--- src/rtl/mmio_router.sv ---
// mmio_router: single-master MMIO address router.
//   Decodes cpu_addr[SEL_HI:SEL_LO] against NSLV region IDs and forwards the
//   request to one slave. The slave select is one-hot and is held until that
//   slave acks. Unmapped accesses complete with cpu_err and do not touch any
//   slave. Each completion produces a single-cycle cpu_ready pulse.
// Ports:
//   clk, rst_n                      clock, async active-low reset
//   cpu_req/we/addr/wdata           CPU request (sampled in IDLE only)
//   cpu_rdata/ready/err             CPU response (rdata/err hold until next RESP)
//   s_sel/s_we/s_addr/s_wdata       slave request (registered)
//   s_rdata/s_ack                   packed slave read data, per-slave ack
// Optional: define MMIO_ROUTER_TIMEOUT_EN to add an ACCESS watchdog that
//   completes with cpu_err after TIMEOUT_CYCLES cycles without an ack.
module mmio_router #(
  parameter int NSLV           = 4,
  parameter int SEL_HI         = 31,
  parameter int SEL_LO         = 20,
  parameter logic [NSLV*(SEL_HI-SEL_LO+1)-1:0] REGION_IDS =
    {12'h004, 12'h003, 12'h002, 12'h001},
  parameter int TIMEOUT_CYCLES = 255
) (
  input  logic               clk,
  input  logic               rst_n,
  input  logic               cpu_req,
  input  logic               cpu_we,
  input  logic [31:0]        cpu_addr,
  input  logic [31:0]        cpu_wdata,
  output logic [31:0]        cpu_rdata,
  output logic               cpu_ready,
  output logic               cpu_err,
  output logic [NSLV-1:0]    s_sel,
  output logic               s_we,
  output logic [31:0]        s_addr,
  output logic [31:0]        s_wdata,
  input  logic [NSLV*32-1:0] s_rdata,
  input  logic [NSLV-1:0]    s_ack
);

  localparam int W = SEL_HI - SEL_LO + 1;

  typedef enum logic [1:0] {IDLE, ACCESS, RESP} state_e;

  typedef struct packed {
    logic        we;
    logic [31:0] addr;
    logic [31:0] wdata;
  } req_t;

  state_e          state_q, state_d;
  req_t            req_q, req_d;
  logic [NSLV-1:0] s_sel_q, s_sel_d;
  logic [31:0]     cpu_rdata_q, cpu_rdata_d;
  logic            cpu_err_q, cpu_err_d;

  // Region decode: per-slot compare, then keep only the lowest matching slot.
  logic [W-1:0]    region;
  logic [NSLV-1:0] slot_hit, hit_sel, one_v;

  assign region = cpu_addr[SEL_HI:SEL_LO];
  assign one_v  = NSLV'(1);

  genvar gi;
  generate
    for (gi = 0; gi < NSLV; gi++) begin : g_slot
      assign slot_hit[gi] = (REGION_IDS[gi*W +: W] == region);
    end
  endgenerate

  // x & -x isolates the lowest set bit.
  assign hit_sel = slot_hit & (~slot_hit + one_v);

  // Only the selected slave's ack/data matter; others are masked off.
  logic        ack_hit;
  logic [31:0] sel_rdata;

  assign ack_hit = |(s_ack & s_sel_q);

  always_comb begin
    sel_rdata = '0;
    for (int i = 0; i < NSLV; i++)
      sel_rdata = sel_rdata | ({32{s_sel_q[i]}} & s_rdata[i*32 +: 32]);
  end

  logic timeout;

`ifdef MMIO_ROUTER_TIMEOUT_EN
  localparam int WD_W = $clog2(TIMEOUT_CYCLES + 1);

  logic [WD_W-1:0] wdog_q, wdog_d;

  // wdog_q counts completed ACCESS cycles, so the current cycle is number
  // wdog_q+1; the access is abandoned at the end of cycle TIMEOUT_CYCLES.
  assign timeout = (state_q == ACCESS) && (wdog_q == WD_W'(TIMEOUT_CYCLES - 1));

  always_comb begin
    wdog_d = '0;
    if (state_q == ACCESS) wdog_d = wdog_q + WD_W'(1);
  end

  always_ff @(posedge clk or negedge rst_n) begin
    if (!rst_n) wdog_q <= '0;
    else        wdog_q <= wdog_d;
  end
`else
  logic [31:0] unused_timeout;
  assign unused_timeout = TIMEOUT_CYCLES;
  assign timeout        = 1'b0;
`endif

  always_comb begin
    state_d     = state_q;
    req_d       = req_q;
    s_sel_d     = s_sel_q;
    cpu_rdata_d = cpu_rdata_q;
    cpu_err_d   = cpu_err_q;
    case (state_q)
      IDLE: begin
        if (cpu_req) begin
          req_d = '{we: cpu_we, addr: cpu_addr, wdata: cpu_wdata};
          if (|hit_sel) begin
            s_sel_d = hit_sel;
            state_d = ACCESS;
          end else begin
            s_sel_d     = '0;
            cpu_err_d   = 1'b1;
            cpu_rdata_d = '0;
            state_d     = RESP;
          end
        end
      end
      ACCESS: begin
        // Ack takes priority over a coincident timeout.
        if (ack_hit) begin
          cpu_rdata_d = req_q.we ? 32'h0 : sel_rdata;
          cpu_err_d   = 1'b0;
          s_sel_d     = '0;
          state_d     = RESP;
        end else if (timeout) begin
          cpu_rdata_d = '0;
          cpu_err_d   = 1'b1;
          s_sel_d     = '0;
          state_d     = RESP;
        end
      end
      RESP:    state_d = IDLE;
      default: state_d = IDLE;
    endcase
  end

  always_ff @(posedge clk or negedge rst_n) begin
    if (!rst_n) begin
      state_q     <= IDLE;
      req_q       <= '0;
      s_sel_q     <= '0;
      cpu_rdata_q <= '0;
      cpu_err_q   <= 1'b0;
    end else begin
      state_q     <= state_d;
      req_q       <= req_d;
      s_sel_q     <= s_sel_d;
      cpu_rdata_q <= cpu_rdata_d;
      cpu_err_q   <= cpu_err_d;
    end
  end

  assign cpu_ready = (state_q == RESP);
  assign cpu_rdata = cpu_rdata_q;
  assign cpu_err   = cpu_err_q;
  assign s_sel     = s_sel_q;
  assign s_we      = req_q.we;
  assign s_addr    = req_q.addr;
  assign s_wdata   = req_q.wdata;

endmodule

--- config.mk ---
export PLATFORM = sky130hd
export DESIGN_NAME = mmio_router
export DESIGN_NICKNAME = d
export VERILOG_FILES = /design/src/rtl/mmio_router.sv
export SDC_FILE = /design/constraint.sdc
export NUM_CORES = 1
export LEC_CHECK = 0
export ABC_AREA = 1
export CAP_MARGIN = 20
export CORE_ASPECT_RATIO = 0.9
export CORE_MARGIN = 2
export CORE_UTILIZATION = 38
export DETAILED_ROUTE_END_ITERATION = 12
export PLACE_DENSITY = 0.94
export SLEW_MARGIN = 20
export SYNTH_ARGS = -nofsm -noshare
export SYNTH_HDL_FRONTEND = slang
export SYNTH_SLANG_ARGS = --single-unit
export TNS_END_PERCENT = 1
--- constraint.sdc ---
create_clock -name clk -period 1.7 [get_ports clk]
set_input_delay 0.51 -clock clk [delete_from_list [all_inputs] [get_ports clk]]
set_output_delay 0.51 -clock clk [all_outputs]
set_load 0.02 [all_outputs]
# Word-level counts from Yosys, hierarchy flattened
# Index checks and enable logic that the tools add are counted.
[word_totals] regBits=104 output_inout_bits=103 elab_cells=52
[op_classes] n_addsub=1 eq_ne=9 muxes=17 n_bitwise=10 n_reduce_logical=8
[ops] cell="$and 32x32->32" count=4
[ops] cell="$mux 32" count=4
[ops] cell="$or 32x32->32" count=3
[ops] cell="$pmux 32 s2" count=1
[ops] cell="$eq 2x12->1 const A" count=2
[ops] cell="$eq 1x12->1 const A" count=1
[ops] cell="$eq 3x12->1 const A" count=1
[ops] cell="$mux 4" count=3
[ops] cell="$and 4x4->4" count=2
[ops] cell="$pmux 4 s2" count=1
[ops] cell="$reduce_or 4->1" count=2
[ops] cell="$mux 2" count=3
[ops] cell="$ne 2x2->1 const B" count=3
[ops] cell="$add 4x1->4 const B" count=1
[ops] cell="$not 4->4" count=1
[ops] cell="$pmux 2 s2" count=1
[ops] cell="$reduce_and 2->1" count=2
[ops] cell="$reduce_and 4->1" count=1
[ops] cell="$mux 1" count=3
[ops] cell="$reduce_and 3->1" count=1
[ops] cell="$eq 2x1->1 const B" count=1
[ops] cell="$eq 2x2->1 const B" count=1
[ops] cell="$logic_not 2->1" count=1
[ops] cell="$pmux 1 s2" count=1
[ops] cell="$reduce_bool 2->1" count=1

# Depth between registers and ports, before layout
# Gate-level depths: netlist of run 1.
[logic_depth] word_depth=8 ltp_mapped=11 ltp_nobuf=10

# Worst setup path before layout of run 1
# OpenSTA, ideal clock, no wires.
[synth_path] path_kind="register -> register" start="register s_sel_q[3] (netlist: s_sel[3])" end="register cpu_rdata_q[10] (netlist: cpu_rdata[10])" setup_ps=117 t_arrival_ps=1396 required_time_ps=1583 slack_ps=187 path_stages_with_launch=12 period_less_slack_ps=1513 path_cell_list="dfrtp_1 > buf_2 > nand2_1 > nand2_1 > a21oi_1 > nand2_1 > nand2_2 > nor2_4 > nand2_4 > buf_6 > nand2_1 > nand2_1"
[synth_between] elab_chain_len=5 elab_cells_between_ends=9
[synth_rtl] item="start: declaration" line="51" rtl="logic [NSLV-1:0] s_sel_q, s_sel_d;"
[synth_rtl] item="start signal: assignment" line="160" rtl="s_sel_q <= s_sel_d;"
[synth_rtl] item="$and 32x32->32" line="81" rtl="sel_rdata = sel_rdata | ({32{s_sel_q[i]}} & s_rdata[i*32 +: 32]);"
[synth_rtl] item="$or 32x32->32" line="81"
[synth_rtl] item="$mux 32" line="134" rtl="cpu_rdata_d = req_q.we ? 32'h0 : sel_rdata;"
[synth_rtl] item="$mux 32" line="133" rtl="if (ack_hit) begin"
[synth_rtl] item="$pmux 32 s2" line="116" rtl="case (state_q)"
[synth_rtl] item="end signal: assignment" line="161" rtl="cpu_rdata_q <= cpu_rdata_d;"
[synth_rtl] item="end: declaration" line="52" rtl="logic [31:0] cpu_rdata_q, cpu_rdata_d;"
# Parallel ways exist; a longest one is shown, timed or not. The select of a mux whose other input is x is not followed.
# A chain may end at the register's enable or synchronous reset.

# Worst setup path in the final report of run 1
[layout_path] start="register s_sel_q[0] (netlist: s_sel[0])" end="output port s_sel[0]"
[layout_lines] item="end: declaration" line="31" rtl="output logic [NSLV-1:0] s_sel,"
# No word-level cell between the ends.

==> metrics.txt, run 1 <==
cell area after synthesis=5010 sq um; layout cell share with drive strength beyond 1=9.21%; Via density=5.05; Final WS setup=roughly 49 ps; Iteration-0 DRC Markers=roughly 290; Reg power frac=48.3%; reg2reg start=s_sel[2]; Detail Placement HPWL=13700 microns; initial core utilization=39.2%; HP Class=primary input to async pin; Tot GR Track Use=roughly a quarter; DP Area=8350 sq um; Worst EP arrival=approximately 1100 ps; H-tree depth=3; Pwr per Cell Area=582 nW/um^2; min cycle time layout=1650 ps; total power=5120 uW; total wire length=18700 microns; Slew @ Worst Pin=481 ps; NetSw=1160 uW; Final Max Slew Viols=0; Final #Nets=~1100; clock share of power=between 40% and 50%; Clock Skews=5.08 ps; Area contributors post-synth=dfrtp_1, nand2_1, a22o_1; via count=approximately 5500; syn avg cell area=8.08 sq um; Leakage=0.00493 uW; Worst VDD drop=~0.84 mV; number of global-route vias before repair=approximately 5700; CP max stage delay=440 ps; clock insertion delay at the later pin of the skew report=between 300 and 400 ps; Diodes inserted=0; first-pass GRT wire length=28800 microns; FFs w/ async S/R, synth=100%; Max Fclk=0.606 GHz; most frequent cell after synthesis=nand2_1; CP top delay family=flip-flops; die area=14100 sq um; GP Congestion=approximately 0.8; Setup-failing EPs final=0; worst-path fanout max=4; IO Port Bufs=302; Int Pwr=roughly 4000 uW; crit path buf inv count=1; Worst setup SP type=flop; Worst EP required=1190 ps; # DRC=0; Sw Share=22.7%; Die Y=113 microns; status=finished, final reports clean; Ports=303; Reg clk slew, reported paths=approximately 70 ps; TritonRoute pass-1 iters=7; Hold WS=54.7 ps; Netlist cell types=20; CTS root buffer=clkbuf_16; GRT overflow=0; Longest Clk Path Bufs=2; Commonest cells post-synth=nand2_1, dfrtp_1, nor2_1; predominant post-synthesis flop cell=dfrtp_1; Comb power frac=10.9%; Cells after Synth=620; post-synthesis sequential area ratio=52.0%; RSZ-0062 raised after global routing=true; num rows=39; Synthesis Warnings=0; TritonCTS clock tree=yes; crit path cell chain=clkdlybuf4s15_1; hold_buf cts=0; slowest cell on the critical path=dfrtp_1; post-synth top area cell=dfrtp_1; post-place setup slack=-481 ps; TritonCTS buffer count=9; Yosys top cell area share=52.0%; total negative slack=0 ps; antenna violations before repair=0; post-synthesis register bit count=104; drt wl/cell=17.0 microns; Crit Path Class=flop to primary output; Non-Filler Cell Area, Final=8800 sq um; Rel. slew slack=between 60% and 70%; die width=around 130 microns; Worst Setup SP=s_sel[0]; Routed Antenna Nets=0; Max Cap Viol=0; CP Capture Type=primary output; fin crit share=between 90 and 100%; Sink Count=104; Core Region=between 10000 and 15000 sq um; Final Hold Violating Endpoints=0; post-synthesis net count=820; largest net degree at the start of global routing=72; area delta synth->final=75.7%; Post-synth EDFFs=0
[kinds of logic after synthesis]
family | after synthesis | share of synthesized area (%)
buffers and inverters | 51 | 5.00
AOI/OAI and AO/OA | 77 | 12.5
DFF | 104 | 52.0
and+or+nand+nor | 388 | 30.6
[cell usage in the layout (no fill, tap or decap), types with 2 or more instances in the layout]
cell type | Yosys | routed
nand3_1 | 36 | 35
nand2_4 | 1 | 2
dlygate4sd2_1 | 0 | 101
dfrtp_1 | 104 | 104
nand2_8 | 0 | 2
dlymetal6s2s_1 | 0 | 14
inv_1 | 7 | 5
clkdlybuf4s50_1 | 0 | 184
nor2_1 | 73 | 69
nor2_4 | 1 | 2
inv_2 | 2 | 4
buf_12 | 0 | 9
buf_4 | 0 | 25
nor3_2 | 0 | 2
nor2_2 | 1 | 4
nand2_1 | 270 | 257
clkbuf_16 | 0 | 13
o21ai_0 | 10 | 10
a21oi_1 | 2 | 2
nand2_2 | 2 | 12
inv_6 | 0 | 3
a22o_1 | 64 | 64
[worst paths after layout]
check,slack (ps),endpoint,cells after the start
max in group asynchronous,1130,cpu_rdata[22],2
min in group clk,400,s_addr[26],3
hold reg to reg,470,cpu_rdata[21],2
setup reg to reg,100,cpu_rdata[30],9
setup / recovery,50,s_sel[0],1
hold / removal,50,cpu_rdata[1],1
[registers in the layout, indices dropped and copies added (netlist names)]
signal / cells
state_q: 2
cpu_rdata: 32
s_wdata: 32
s_we: 1
s_addr: 32
s_sel: 4
cpu_err: 1
[power groups by stage]
stage	clock network (uW)	logic (uW)	registers (uW)
floorplan	0	10.2	2520
global placement	0	544	2520
detailed placement	0	557	2520
CTS	2130	560	2470
global route	2250	596	2470
finish	2090	559	2470
[through the flow]
step | std cells | utilization [%]
3_5_place_dp | 1074 | 65.3
5_1_grt | 1098 | 68.8
4_1_cts | 1090 | 66.7
3_3_place_gp | 1074 | 65.3
2_1_floorplan | 620 | -
6_report | 1098 | 68.8
[layout make-up]
cell class,instances,area (sq um)
fillers,1004,3990
repair buffers,340,3400
flip-flops and latches,104,2600
multi-input cells,465,2260
clock buffers,10,239
well taps,164,205
clock inverters,6,61.3
inverters,9,33.8
[what timing repair did]
action                     4_1_cts  5_1_grt
setup endpoints to repair      137       36
pin swaps                        0       15
buffers inserted                 0        4
hold endpoints to repair         0        0
gates cloned                     0        4
gates resized for setup        106       48
[layer usage]
metal  GRT usage, %  vias to the layer above  part of all wire, %  routed length [microns]
met2           46.0                      292                   51                     9470
met3           9.98                       44                  9.4                     1750
met1           28.3                     2583                   37                     6900
li1               -                     2627                    -                        -
met5              0                        -                    0                        0
met4           8.15                        0                  2.9                      541
Power figures use the tool's default switching activity.
==> run 2: changes to the inputs <==
--- a/config.mk
+++ b/config.mk
@@ -8,10 +8,10 @@
 export ABC_AREA = 1
 export CAP_MARGIN = 20
 export CORE_ASPECT_RATIO = 0.9
-export CORE_MARGIN = 2
 export CORE_UTILIZATION = 38
 export DETAILED_ROUTE_END_ITERATION = 12
 export PLACE_DENSITY = 0.94
+export SETUP_SLACK_MARGIN = 0.5
 export SLEW_MARGIN = 20
 export SYNTH_ARGS = -nofsm -noshare
 export SYNTH_HDL_FRONTEND = slang
==> run 2 against run 1 <==
Against the previous run:
- final cell count grew 1.3%
- sequential share of layout area shrank 0.38 points
- critical path type is now flop to flop
- clock power shrank 2%
- register-to-register slack lost 40 ps
- sequential power is essentially flat
- fmax grew 0.63%
- die area shrank 3.3%
==> metrics.txt, run 2 (synthesis gave the netlist of run 1 again) <==
initial core utilization=39.2%; Final Max Slew Viols=0; most frequent cells in the layout=nand2_1, clkdlybuf4s50_1, dlygate4sd2_1; Final WS setup=59.5 ps; leading cell type in the layout, fill and taps excluded=nand2_1; Iteration-0 DRC Markers=slightly above 300; Pwr per Cell Area=569 nW/um^2; Worst EP arrival=1940 ps; Worst EP required=around 2000 ps; area delta synth->final=78.0%; Cells after DPL=1071; layout cell share with drive strength beyond 1=11.5%; NetSw=1170 uW; Reg2Reg Depth=9; Int Pwr=around 3900 uW; first-pass GRT wire length=29900 microns; IO Port Bufs=302; GP Congestion=0.907; Max Cap Viol=0; R2R Setup Slk=between 50 and 60 ps; FF-to-FF End=cpu_rdata[26]; via count=5745; GRT overflow=0; Sink Count=between 100 and 150; slowest cell on the critical path=dfrtp_1; H-tree depth=3; Detail Placement HPWL=roughly 14000 microns; HP Class=primary input to flop; Ports=303; TritonCTS clock tree=yes; largest net degree at the start of global routing=65; hold path start=cpu_addr[25]; CTS root buffer=clkbuf_16; TritonRoute pass-1 iters=6; Comb power frac=10.9%; clock share of power=40.4%; fin crit share=96.5%; Non-Filler Cell Area, Final=8910 sq um; DP Area=8350 sq um; Worst Setup SP=state_q[1]; num rows=39; Leakage=0.00489 uW; Crit Path Class=flop to flop; total wire length=19500 microns; Hold Path Sink=s_addr[25]; Die Y=roughly 110 microns; die area=13600 sq um; worst-path fanout max=32; TritonCTS buffer count=9; Reg power frac=48.7%; status=finished, final reports clean; Sw Share=23.0%; min cycle time layout=1640 ps; drt wl/cell=17.5 microns; reg2reg start=state_q[1]; Longest Clk Path Bufs=2; Setup-failing EPs final=0; Via density=5.17; Worst VDD drop=0.538 mV; Reg clk slew, reported paths=around 80 ps; Tot GR Track Use=28.9%; crit path cell chain=buf_6 > nor2_4 > inv_2 > buf_4 > or2_1 > buf_12 > nor2_1 > nand3_1 > nand2_1; antenna violations before repair=1; Slew @ Worst Pin=about 310 ps; Max Fclk=0.610 GHz; Worst Hold Path Cells=3; Clock Skews=8.34 ps; die width=123 microns; Routed Antenna Nets=0; post-place setup slack=-505 ps; Final Hold Violating Endpoints=0; Worst setup SP type=flop; non-filler cells in the finished layout=around 1100; clock insertion delay at the later pin of the skew report=about 350 ps; # DRC=0; end-of-flow core utilization=69.7%; Rel. slew slack=around 79%; Final #Nets=1142; Core Region=12800 sq um; number of global-route vias before repair=5834; CP Capture Type=flop; RSZ-0062 raised after global routing=true; CP max stage delay=between 400 and 500 ps
==> run 2: changes by cell type in the layout (fill, tap and decap cells not counted), moves of 4 or more <==
cell,before,now
buf_16,0,5
dlygate4sd2_1,101,106
nor2_2,4,0
buf_6,1,9
clkdlybuf4s15_1,1,6
dlymetal6s2s_1,14,0
buf_4,25,29
clkbuf_16,13,9
==> run 2: metrics by stage <==
stage / power [uW] / TNS (ps) / hold slack [ps]
6_report: 5070 / 0 / 421
3_5_place_dp: 3080 / -19180 / 339
2_1_floorplan: 2530 / 0 / 214
3_3_place_gp: 3070 / -16520 / 342
4_1_cts: 5120 / 0 / 473
5_1_grt: 5250 / -17.3 / 430
==> run 2: final cells by class <==
cell class	instances	area [sq um]
diodes	1	2.50
well taps	164	205
repair buffers	353	3500
multi-input cells	465	2280
clock buffers	10	229
flip-flops and latches	104	2600
fillers	1024	3870
inverters	9	33.8
clock inverters	6	57.6
==> run 2: layer usage <==
| layer | vias up | track usage (%) | share of wire [%] | wire length [microns] |
|---|---|---|---|---|
| met5 | - | 0 | 0 | 0 |
| met4 | 0 | 12.0 | 3.8 | 743 |
| met3 | 59 | 9.62 | 9.7 | 1900 |
| met2 | 296 | 49.7 | 50 | 9760 |
| met1 | 2730 | 32.4 | 36 | 7100 |
| li1 | 2660 | - | - | - |
==> run 2: power groups by stage <==
stage / clock network (uW) / logic, uW / registers, uW
after floorplan: 0 / 12.7 / 2520
after global placement: 0 / 550 / 2520
after detailed placement: 0 / 559 / 2520
after CTS: 2090 / 555 / 2470
after global routing: 2190 / 589 / 2470
final: 2050 / 553 / 2470
==> run 2: how the worst max path moves through the flow <==
stage	endpoint	slack (ps)	cells past startpoint
final	cpu_rdata[26]	60	9
after global routing	cpu_rdata[14]	-6	13
after CTS	cpu_rdata[22]	80	13
after detailed placement	cpu_rdata[10]	-500	11
after global placement	cpu_rdata[10]	-460	11
after floorplan	cpu_rdata[10]	220	10
==> run 2: worst max-delay path, delay by kind of cell, from the launching register on <==
family / cells / cell delay [ps]
DFF: 1 / 410
buffers and inverters: 4 / 480
and+or+nand+nor: 5 / 660
==> run 2: repair_timing <==
item                                    CTS  global route
endpoints found under the hold margin     5             0
hold buffers                              1             0
cloned                                    5             0
setup buffers                            13             5
pin swaps                                14            10
gates resized for setup                 174            14
endpoints found under the setup margin  207           207
